$ cat src/rtl/clk_tick_pkg.sv
// Shared definitions for the slow-clock tick recovery block.
package clk_tick_pkg;

  typedef enum logic [1:0] {
    S_IDLE   = 2'd0,
    S_FIRST  = 2'd1,
    S_CHECK  = 2'd2,
    S_LOCKED = 2'd3
  } state_t;

  // A missing edge is declared once the counter reaches this many ratios.
  localparam int TIMEOUT_MULT = 2;

endpackage

$ cat src/rtl/sync_rise_detect.sv
// Two-flop synchroniser plus a delay flop; flags the cycle after a rising edge settles.
module sync_rise_detect (
  input  logic iClk,
  input  logic iRst,
  input  logic iAsync,
  output logic oRise
);

  logic r_s1;
  logic r_s2;
  logic r_s3;

  always_ff @(posedge iClk or negedge iRst) begin
    if (!iRst) begin
      r_s1 <= 1'b0;
      r_s2 <= 1'b0;
      r_s3 <= 1'b0;
    end else begin
      r_s1 <= iAsync;
      r_s2 <= r_s1;
      r_s3 <= r_s2;
    end
  end

  assign oRise = r_s2 & ~r_s3;

endmodule

$ cat src/rtl/clk_tick_recover.sv
// Turns a slow asynchronous square wave into a one-cycle enable, measures its
// period and tracks lock against the expected ratio.
module clk_tick_recover
  import clk_tick_pkg::*;
#(
  parameter int RATIO      = 10,
  parameter int TOL        = 0,
  parameter int LOCK_COUNT = 4,
  parameter int WIDTH      = 8
) (
  input  logic             iClk,
  input  logic             iRst,
  input  logic             iSlowClk,
  output logic             oTick,
  output logic [WIDTH-1:0] oPeriod,
  output logic             oLocked,
  output logic             oErr,
  output logic [1:0]       oDbgState
);

  localparam int MW = $clog2(LOCK_COUNT + 1);
  localparam logic [WIDTH-1:0] CNT_MAX     = '1;
  localparam logic [WIDTH-1:0] TIMEOUT_CNT = WIDTH'(TIMEOUT_MULT * RATIO);
  localparam logic [WIDTH:0]   RATIO_X     = (WIDTH+1)'(RATIO);
  localparam logic [WIDTH:0]   TOL_X       = (WIDTH+1)'(TOL);
  localparam logic [MW-1:0]    LOCK_TARGET = MW'(LOCK_COUNT);

  logic             w_rise;
  state_t           r_state;
  state_t           w_next;
  logic [WIDTH-1:0] r_cnt;
  logic [MW-1:0]    r_match_cnt;
  logic [MW-1:0]    w_match_inc;
  logic [WIDTH:0]   w_cnt_x;
  logic [WIDTH:0]   w_diff;
  logic             w_match;
  logic             w_timeout;
  logic             w_measure;
  logic             w_compare;
  logic             w_err;
  logic             w_inc_match;
  logic             w_clr_match;
  logic             r_tick;
  logic             r_err;
  logic             r_locked;
  logic [WIDTH-1:0] r_period;

  sync_rise_detect u_sync (
    .iClk   (iClk),
    .iRst   (iRst),
    .iAsync (iSlowClk),
    .oRise  (w_rise)
  );

  // Distance from the ratio is taken one bit wider so it can never wrap.
  assign w_cnt_x     = {1'b0, r_cnt};
  assign w_diff      = (w_cnt_x >= RATIO_X) ? (w_cnt_x - RATIO_X) : (RATIO_X - w_cnt_x);
  assign w_match     = (w_diff <= TOL_X);
  assign w_timeout   = (r_state != S_IDLE) && !w_rise && (r_cnt == TIMEOUT_CNT);
  assign w_match_inc = r_match_cnt + MW'(1);

  always_ff @(posedge iClk or negedge iRst) begin
    if (!iRst) begin
      r_state <= S_IDLE;
    end else begin
      r_state <= w_next;
    end
  end

  always_comb begin
    w_next = r_state;
    case (r_state)
      S_IDLE: begin
        if (w_rise) w_next = S_FIRST;
      end
      S_FIRST: begin
        if (w_rise)         w_next = S_CHECK;
        else if (w_timeout) w_next = S_IDLE;
      end
      S_CHECK: begin
        if (w_rise) begin
          if (w_match && (w_match_inc == LOCK_TARGET)) w_next = S_LOCKED;
        end else if (w_timeout) begin
          w_next = S_IDLE;
        end
      end
      S_LOCKED: begin
        if (w_rise) begin
          if (!w_match) w_next = S_CHECK;
        end else if (w_timeout) begin
          w_next = S_IDLE;
        end
      end
      default: w_next = S_IDLE;
    endcase
  end

  always_comb begin
    w_measure   = w_rise && (r_state != S_IDLE);
    w_compare   = w_rise && ((r_state == S_CHECK) || (r_state == S_LOCKED));
    w_err       = w_timeout || (w_compare && !w_match);
    w_inc_match = w_compare && w_match && (r_state == S_CHECK);
    w_clr_match = w_err || (r_state == S_IDLE) || (r_state == S_FIRST);
  end

  // An edge restarts the count even from idle so the first period is exact.
  always_ff @(posedge iClk or negedge iRst) begin
    if (!iRst) begin
      r_cnt <= '0;
    end else if (w_rise) begin
      r_cnt <= WIDTH'(1);
    end else if (r_state == S_IDLE) begin
      r_cnt <= '0;
    end else if (r_cnt != CNT_MAX) begin
      r_cnt <= r_cnt + WIDTH'(1);
    end
  end

  always_ff @(posedge iClk or negedge iRst) begin
    if (!iRst) begin
      r_match_cnt <= '0;
    end else if (w_clr_match) begin
      r_match_cnt <= '0;
    end else if (w_inc_match) begin
      r_match_cnt <= w_match_inc;
    end
  end

  always_ff @(posedge iClk or negedge iRst) begin
    if (!iRst) begin
      r_tick   <= 1'b0;
      r_err    <= 1'b0;
      r_locked <= 1'b0;
      r_period <= '0;
    end else begin
      r_tick   <= w_rise;
      r_err    <= w_err;
      r_locked <= (r_state == S_LOCKED);
      if (w_measure) r_period <= r_cnt;
    end
  end

  assign oTick     = r_tick;
  assign oErr      = r_err;
  assign oLocked   = r_locked;
  assign oPeriod   = r_period;
  assign oDbgState = r_state;

endmodule

$ cat config.mk
export PLATFORM = sky130hd
export DESIGN_NAME = clk_tick_recover
export DESIGN_NICKNAME = d
export VERILOG_FILES = /design/src/rtl/clk_tick_pkg.sv /design/src/rtl/sync_rise_detect.sv /design/src/rtl/clk_tick_recover.sv
export SDC_FILE = /design/constraint.sdc
export NUM_CORES = 1
export LEC_CHECK = 0
export CORE_MARGIN = 1
export CORE_UTILIZATION = 49
export CTS_CLUSTER_DIAMETER = 120
export DETAILED_ROUTE_END_ITERATION = 8
export GPL_TIMING_DRIVEN = 1
export PLACE_DENSITY = 0.74
export SYNTH_ARGS = -nofsm -noshare
export SYNTH_HDL_FRONTEND = slang
export SYNTH_HIERARCHICAL = 1
export SYNTH_SLANG_ARGS = --single-unit
$ cat constraint.sdc
create_clock -name iClk -period 1.95 [get_ports iClk]
set_input_delay 0.4875 -clock iClk [delete_from_list [all_inputs] [get_ports iClk]]
set_output_delay 0.4875 -clock iClk [all_outputs]
set_load 0.005 [all_outputs]
==> results.py <==
metrics = {
    "run_status": {
        "outcome": "complete, no violations",
    },
    "detailed_routing": {
        "first_pass_iters": 4,
        "wl_um": 2520,
        "drtIter0Drc": 15,
        "via_per_inst": 5.47,
        "postRouteAntennaNets": 0,
        "wire_per_inst_um": 14.4,
        "vias": 957,
        "route.detailed.drc": 0,
    },
    "floorplan": {
        "die_area_um2": 3040,
        "core-area_um2": 2570,
        "die_y_um": 55.1,
        "ios": 16,
        "die_w_um": 55.1,
        "rows": 18,
        "start_util": 0.538,
    },
    "grt": {
        "grt_pass1_wl_um": 4270,
        "grt_pass1_vias": 982,
        "grtUsageMet3": 0.0383,
        "grt-ovfl-total": 0,
        "antenna_found_initial": 0,
        "grt.total_usage": 0.200,
        "met1_usage": 0.255,
        "grt_max_degree": 28,
        "grt-busiest-layer": "met2",
        "grtUsageMet2": 0.333,
    },
    "place": {
        "port_buffers": 15,
        "postPlaceCellArea_um2": 1580,
        "dp_hpwl_um": 1800,
        "gp_congestion": 0.931,
        "post-place-ws_ns": 0.0182,
    },
    "logic_synthesis": {
        "synth_cells": 124,
        "synth_edf_count": 0,
        "yosysUniqueCellTypes": 41,
        "synth_top_flop_cell": "dfrtp_1",
        "synth_top_cell_by_area": "dfrtp_1",
        "synth_top_cells_by_area": "dfrtp_1 (49%), ha_1 (9.0%), mux2_2 (4.1%)",
        "synth_top_area_frac": 0.489,
        "synth.most_common_cell": "dfrtp_1",
        "synth_area_um2": 1380,
        "avgSynthCellArea_um2": 11.1,
        "synth_warnings": 6,
        "ys_seq_area_frac": 0.489,
        "yosys-top-cells-count": "dfrtp_1 (27), nor2_1 (14), ha_1 (10), nand2_1 (10)",
        "synthesis.nets": 137,
        "ys_ff_latch": 27,
        "async_flop_share": 1.00,
    },
    "timing": {
        "fin_worst_skew_ns": 0.00862,
        "tightest_slew_ns": 0.346,
        "hold_viol": 0,
        "setup_violations": 0,
        "finalSetupTns_ns": 0,
        "drv_slew": 0,
        "setup_ws_ns": 0.111,
        "whs_ns": 0.378,
        "fin_crit_ns": 1.84,
        "relSlewSlack": 0.769,
        "fin_crit_sh": 0.943,
        "fmax_ghz": 0.544,
    },
    "layout": {
        "n_antenna_cell": 0,
        "fin_util": 0.639,
        "area_delta_synth_final_pct": 18.7,
        "fin_area_um2": 1640,
        "nets": 159,
        "drive_gt1_frac": 0.207,
    },
    "cts": {
        "cts_buffer_depth": 2,
        "h-tree-depth": 1,
        "clock_latency_ns": 0.33,
        "numCtsBuffers": 3,
        "holdBufCountCts": 0,
        "cts_sinks": 27,
        "clkTransAtPathRegs_ns": 0.16,
        "cts_tree": "done",
        "root_buffer": "clkbuf_4",
    },
    "power": {
        "p_per_area_nw_per_um2": 957,
        "p_leak_nw": 0.750,
        "peakVddDrop_mv": 0.657,
    },
    "worst_setup_path": {
        "setup.worst_path.start_class": "register",
        "slowest_stage": "dfrtp_2",
        "r2r_slack_ns": 0.11,
        "reg2reg_from": "r_cnt[1]$_DFFE_PN0P_",
        "cp-startpoint": "r_cnt[1]$_DFFE_PN0P_",
        "crit_top_cell": "nor2_1",
        "worstSetupPathType": "reg -> reg",
        "cp_max_fo": 6,
        "cp-end-kind": "register",
        "crit_arrival_ns": 2.07,
        "slowest_delay_ns": 0.47,
        "required_ns": 2.18,
        "crit_chain": "buf_4 > ha_1 > xor2_1 > nor2_1 > o211ai_2 > a21oi_4 > mux2i_1 > nor2_1",
    },
    "worst_hold_path": {
        "hold_path_class": "reg -> reg",
        "hp-start": "u_sync/r_s1$_DFF_PN0_",
    },
    "job": {
        "maxCapViolCount": 0,
    },
}
registers in the layout, summed over array words and instances, names as in the netlist:
register     cells
oPeriod          8
r_cnt            8
r_match_cnt      3
oDbgState        2
oErr             1
oLocked          1
oTick            1
u_sync/r_s1      1
u_sync/r_s2      1
u_sync/r_s3      1
critical path, delay by kind of cell (launching register included):
kind	cells	cell delay [ns]
flops	1	0.47
compound gates	2	0.35
mux	1	0.21
fa+ha+maj	1	0.20
simple gates	2	0.20
xor+xnor	1	0.16
buf+inv	1	0.15
routing by layer:
metal	wire, µm	share of wire
met3	72	0.029
met5	0	0
met2	1170	0.47
met4	17	0.0067
met1	1260	0.50
report_power, final:
| part | switching (mW) | internal, mW | total (mW) |
|---|---|---|---|
| logic | 0.304 | 0.276 | 0.580 |
| clock network | 0.179 | 0.0836 | 0.262 |
| registers | 0.0843 | 0.645 | 0.730 |
| total | 0.567 | 1.00 | 1.57 |
per-stage QoR:
| step | std cells | power (mW) |
|---|---|---|
| floorplan | 124 | 1.08 |
| global placement | 170 | 1.26 |
| detailed placement | 170 | 1.28 |
| CTS | 174 | 1.55 |
| global route | 175 | 1.68 |
| finish | 175 | 1.57 |
logic make-up (layout without fill, tap and decap cells):
group,after synthesis,count (layout),synth area share
flops,27,27,0.489
buf+inv,8,29,0.0280
compound gates,25,25,0.143
mux,6,6,0.0480
xor+xnor,5,5,0.0317
fa+ha+maj,10,10,0.0905
simple gates,43,43,0.170
cell type report:
cell class / count / area, µm²
fillers: 229 / 926
multi-input cells: 89 / 687
flip-flops and latches: 27 / 679
repair buffers: 20 / 188
well taps: 30 / 37.5
clock buffers: 3 / 22.5
inverters: 5 / 18.8
clock inverters: 1 / 8.76
cells in the final DEF (no fill, tap or decap), types with 2 or more instances in the layout:
cell type,count
clkbuf_4,3
nor2b_4,2
mux2_2,5
o21bai_1,2
a31oi_1,2
nor3_1,2
xnor2_1,3
nor2_1,14
buf_4,5
inv_1,5
and3_1,2
ha_1,10
o21ai_0,5
nand2_1,10
clkdlybuf4s50_1,15
a21oi_1,5
dfrtp_1,24
nand3_1,3
dfrtp_2,3
xor2_1,2
repair_timing:
item,CTS,global route
gates resized for setup,0,6
setup endpoints to repair,0,6
buffers inserted,0,1
worst paths after layout:
kind | end | cells after the start
max reg2reg | r_match_cnt[1]$_DFFE_PN0P_ | 8
max in group asynchronous | r_cnt[1]$_DFFE_PN0P_ | 2
min in group asynchronous | r_cnt[5]$_DFFE_PN0P_ | 2
min reg2reg | u_sync/r_s2$_DFF_PN0_ | 0
max | r_match_cnt[1]$_DFFE_PN0P_ | 8
min | u_sync/r_s2$_DFF_PN0_ | 0
Power figures use the tool's default switching activity.
==> edit (config.mk and constraints unchanged) <==
Set the parameter `RATIO` to 8 (it was 10).
--- a/src/rtl/clk_tick_recover.sv
+++ b/src/rtl/clk_tick_recover.sv
@@ -4,5 +4,5 @@
   import clk_tick_pkg::*;
 #(
-  parameter int RATIO      = 10,
+  parameter int RATIO      = 8,
   parameter int TOL        = 0,
   parameter int LOCK_COUNT = 4,
Behaviour: same outputs for any inputs over 10 cycles, from zero or initial values and one cycle with iRst low; that may be too few to reach the edited logic, so the function may still have changed.
==> edit against the original RTL <==
  * Area after synthesis decreased by 1.9%
  * Routed wire length increased by 0.36%
  * Sequential power increased by 4.7%
  * Critical path type unchanged
  * Total power increased by 7.4%
  * Clock power decreased by 8.4%
  * Non-clock buffer count increased by 2
  * Final area decreased by 1.4%
  * Clock skew decreased by 0.0029 ns
  * Sequential cell count unchanged
  * Worst setup slack got worse by 0.10 ns
  * Via count increased by 5.3%
  * Sequential share of layout area increased by 0.53 points
==> edit: results (changes against the original RTL) <==
mux share of post-synthesis cell area -> 3.32% (-1.5 points)
P_sw -> 588 µW (+3.7%)
worst clock skew -> 0.00569 ns (-0.00293 ns)
Layout fillers -> 208 (-9.2%)
Lkg Pwr -> 0.000746 µW (-0.49%)
register share of total power -> 45.2% (-1.2 points)
Synth Area in XOR/XNOR -> 1.29% (-1.9 points)
peak supply drop -> 585 µV (-11%)
placed cells -> 172 (+1.2%)
share of cells above drive strength 1 -> 19.0% (-1.6 points)
Post-DP Area -> 1550 µm² (-2.2%)
met2 Resource Use GR -> 32.1% (-1.2 points)
Crit path max-delay family -> compound AO/OA/AOI/OAI gates
Worst Path Arrival -> 2.20 ns (+0.13 ns)
DR vias -> 1,008 (+5.3%)
met1 GRT Util -> 26.8% (+1.3 points)
met1 wire length -> 1250 µm (-0.88%)
routed length on met2 -> 1200 µm (+2.0%)
initial DRC count -> 21 (+6)
final cell count without fillers -> 177 (+1.1%)
Post-DP HPWL -> 1800 µm (+0.32%)
Relative slew margins -> 69.7% (-7.3 points)
Synth cell types -> 36 (-12%)
Post-CTS Setup Bufs -> 1 (+1)
Crit path largest cell delay -> 0.44 ns (-0.03 ns)
Synth top cells by count -> 27 x dfrtp_1, 11 x nand2_1, 10 x nor2_1
WL final -> 2530 µm (+0.36%)
Setup Slack @ Placement -> -0.0192 ns (-0.0375 ns)
P_clk -> 240 µW (-8.4%)
largest cells by area after synthesis -> dfrtp_1 50%, ha_1 7.4%, o21ai_0 3.3%
critical path peak fanout -> 7 (+1)
cell count of the worst reg-to-reg path -> 6 (-2)
Post-Synth Adder-Cell Area -> 7.38% (-1.7 points)
total power -> 1690 µW (+7.4%)
compound-gate portion of the synthesized area -> 16.1% (+1.8 points)
RD Place Congestion -> 0.837 (-10%)
sequential fraction of the synthesis area -> 49.8% (+0.95 points)
routed wl met3 -> 71 µm (-1.4%)
met3 Track Usage GR -> 2.50% (-1.3 points)
vias in the first global route -> 938 (-4.5%)
cell count after synthesis -> 128 (+3.2%)
overall track demand over capacity in global routing -> 19.8% (-0.20 points)
Post-Syn Nets -> 139 (+1.5%)
status -> completed
edit: final cells by class:
class	count	area share, %
well taps	30	2.32
clock buffers	3	1.39
flip-flops and latches	27	41.9
clock inverters	1	0.309
inverters	7	1.62
multi-input cells	87	39.4
repair buffers	22	13.0
edit: worst paths after layout:
kind	start	end	slack (ns)
min reg2reg	u_sync/r_s1	u_sync/r_s2	0.37
min in group asynchronous	iRst	oPeriod[1]	0.51
min	u_sync/r_s1	u_sync/r_s2	0.37
max in group asynchronous	iRst	r_cnt[0]	1.17
max	r_cnt[3]	r_match_cnt[2]	0.01
max reg2reg	r_cnt[3]	r_match_cnt[2]	0.01
edit: logic make-up (layout without fill, tap and decap cells):
| logic type | Yosys count | count (layout) |
|---|---|---|
| flops | 27 | 27 |
| simple gates | 41 | 41 |
| compound gates | 32 | 32 |
| mux | 4 | 4 |
| xor+xnor | 2 | 2 |
| buf+inv | 14 | 33 |
| fa+ha+maj | 8 | 8 |
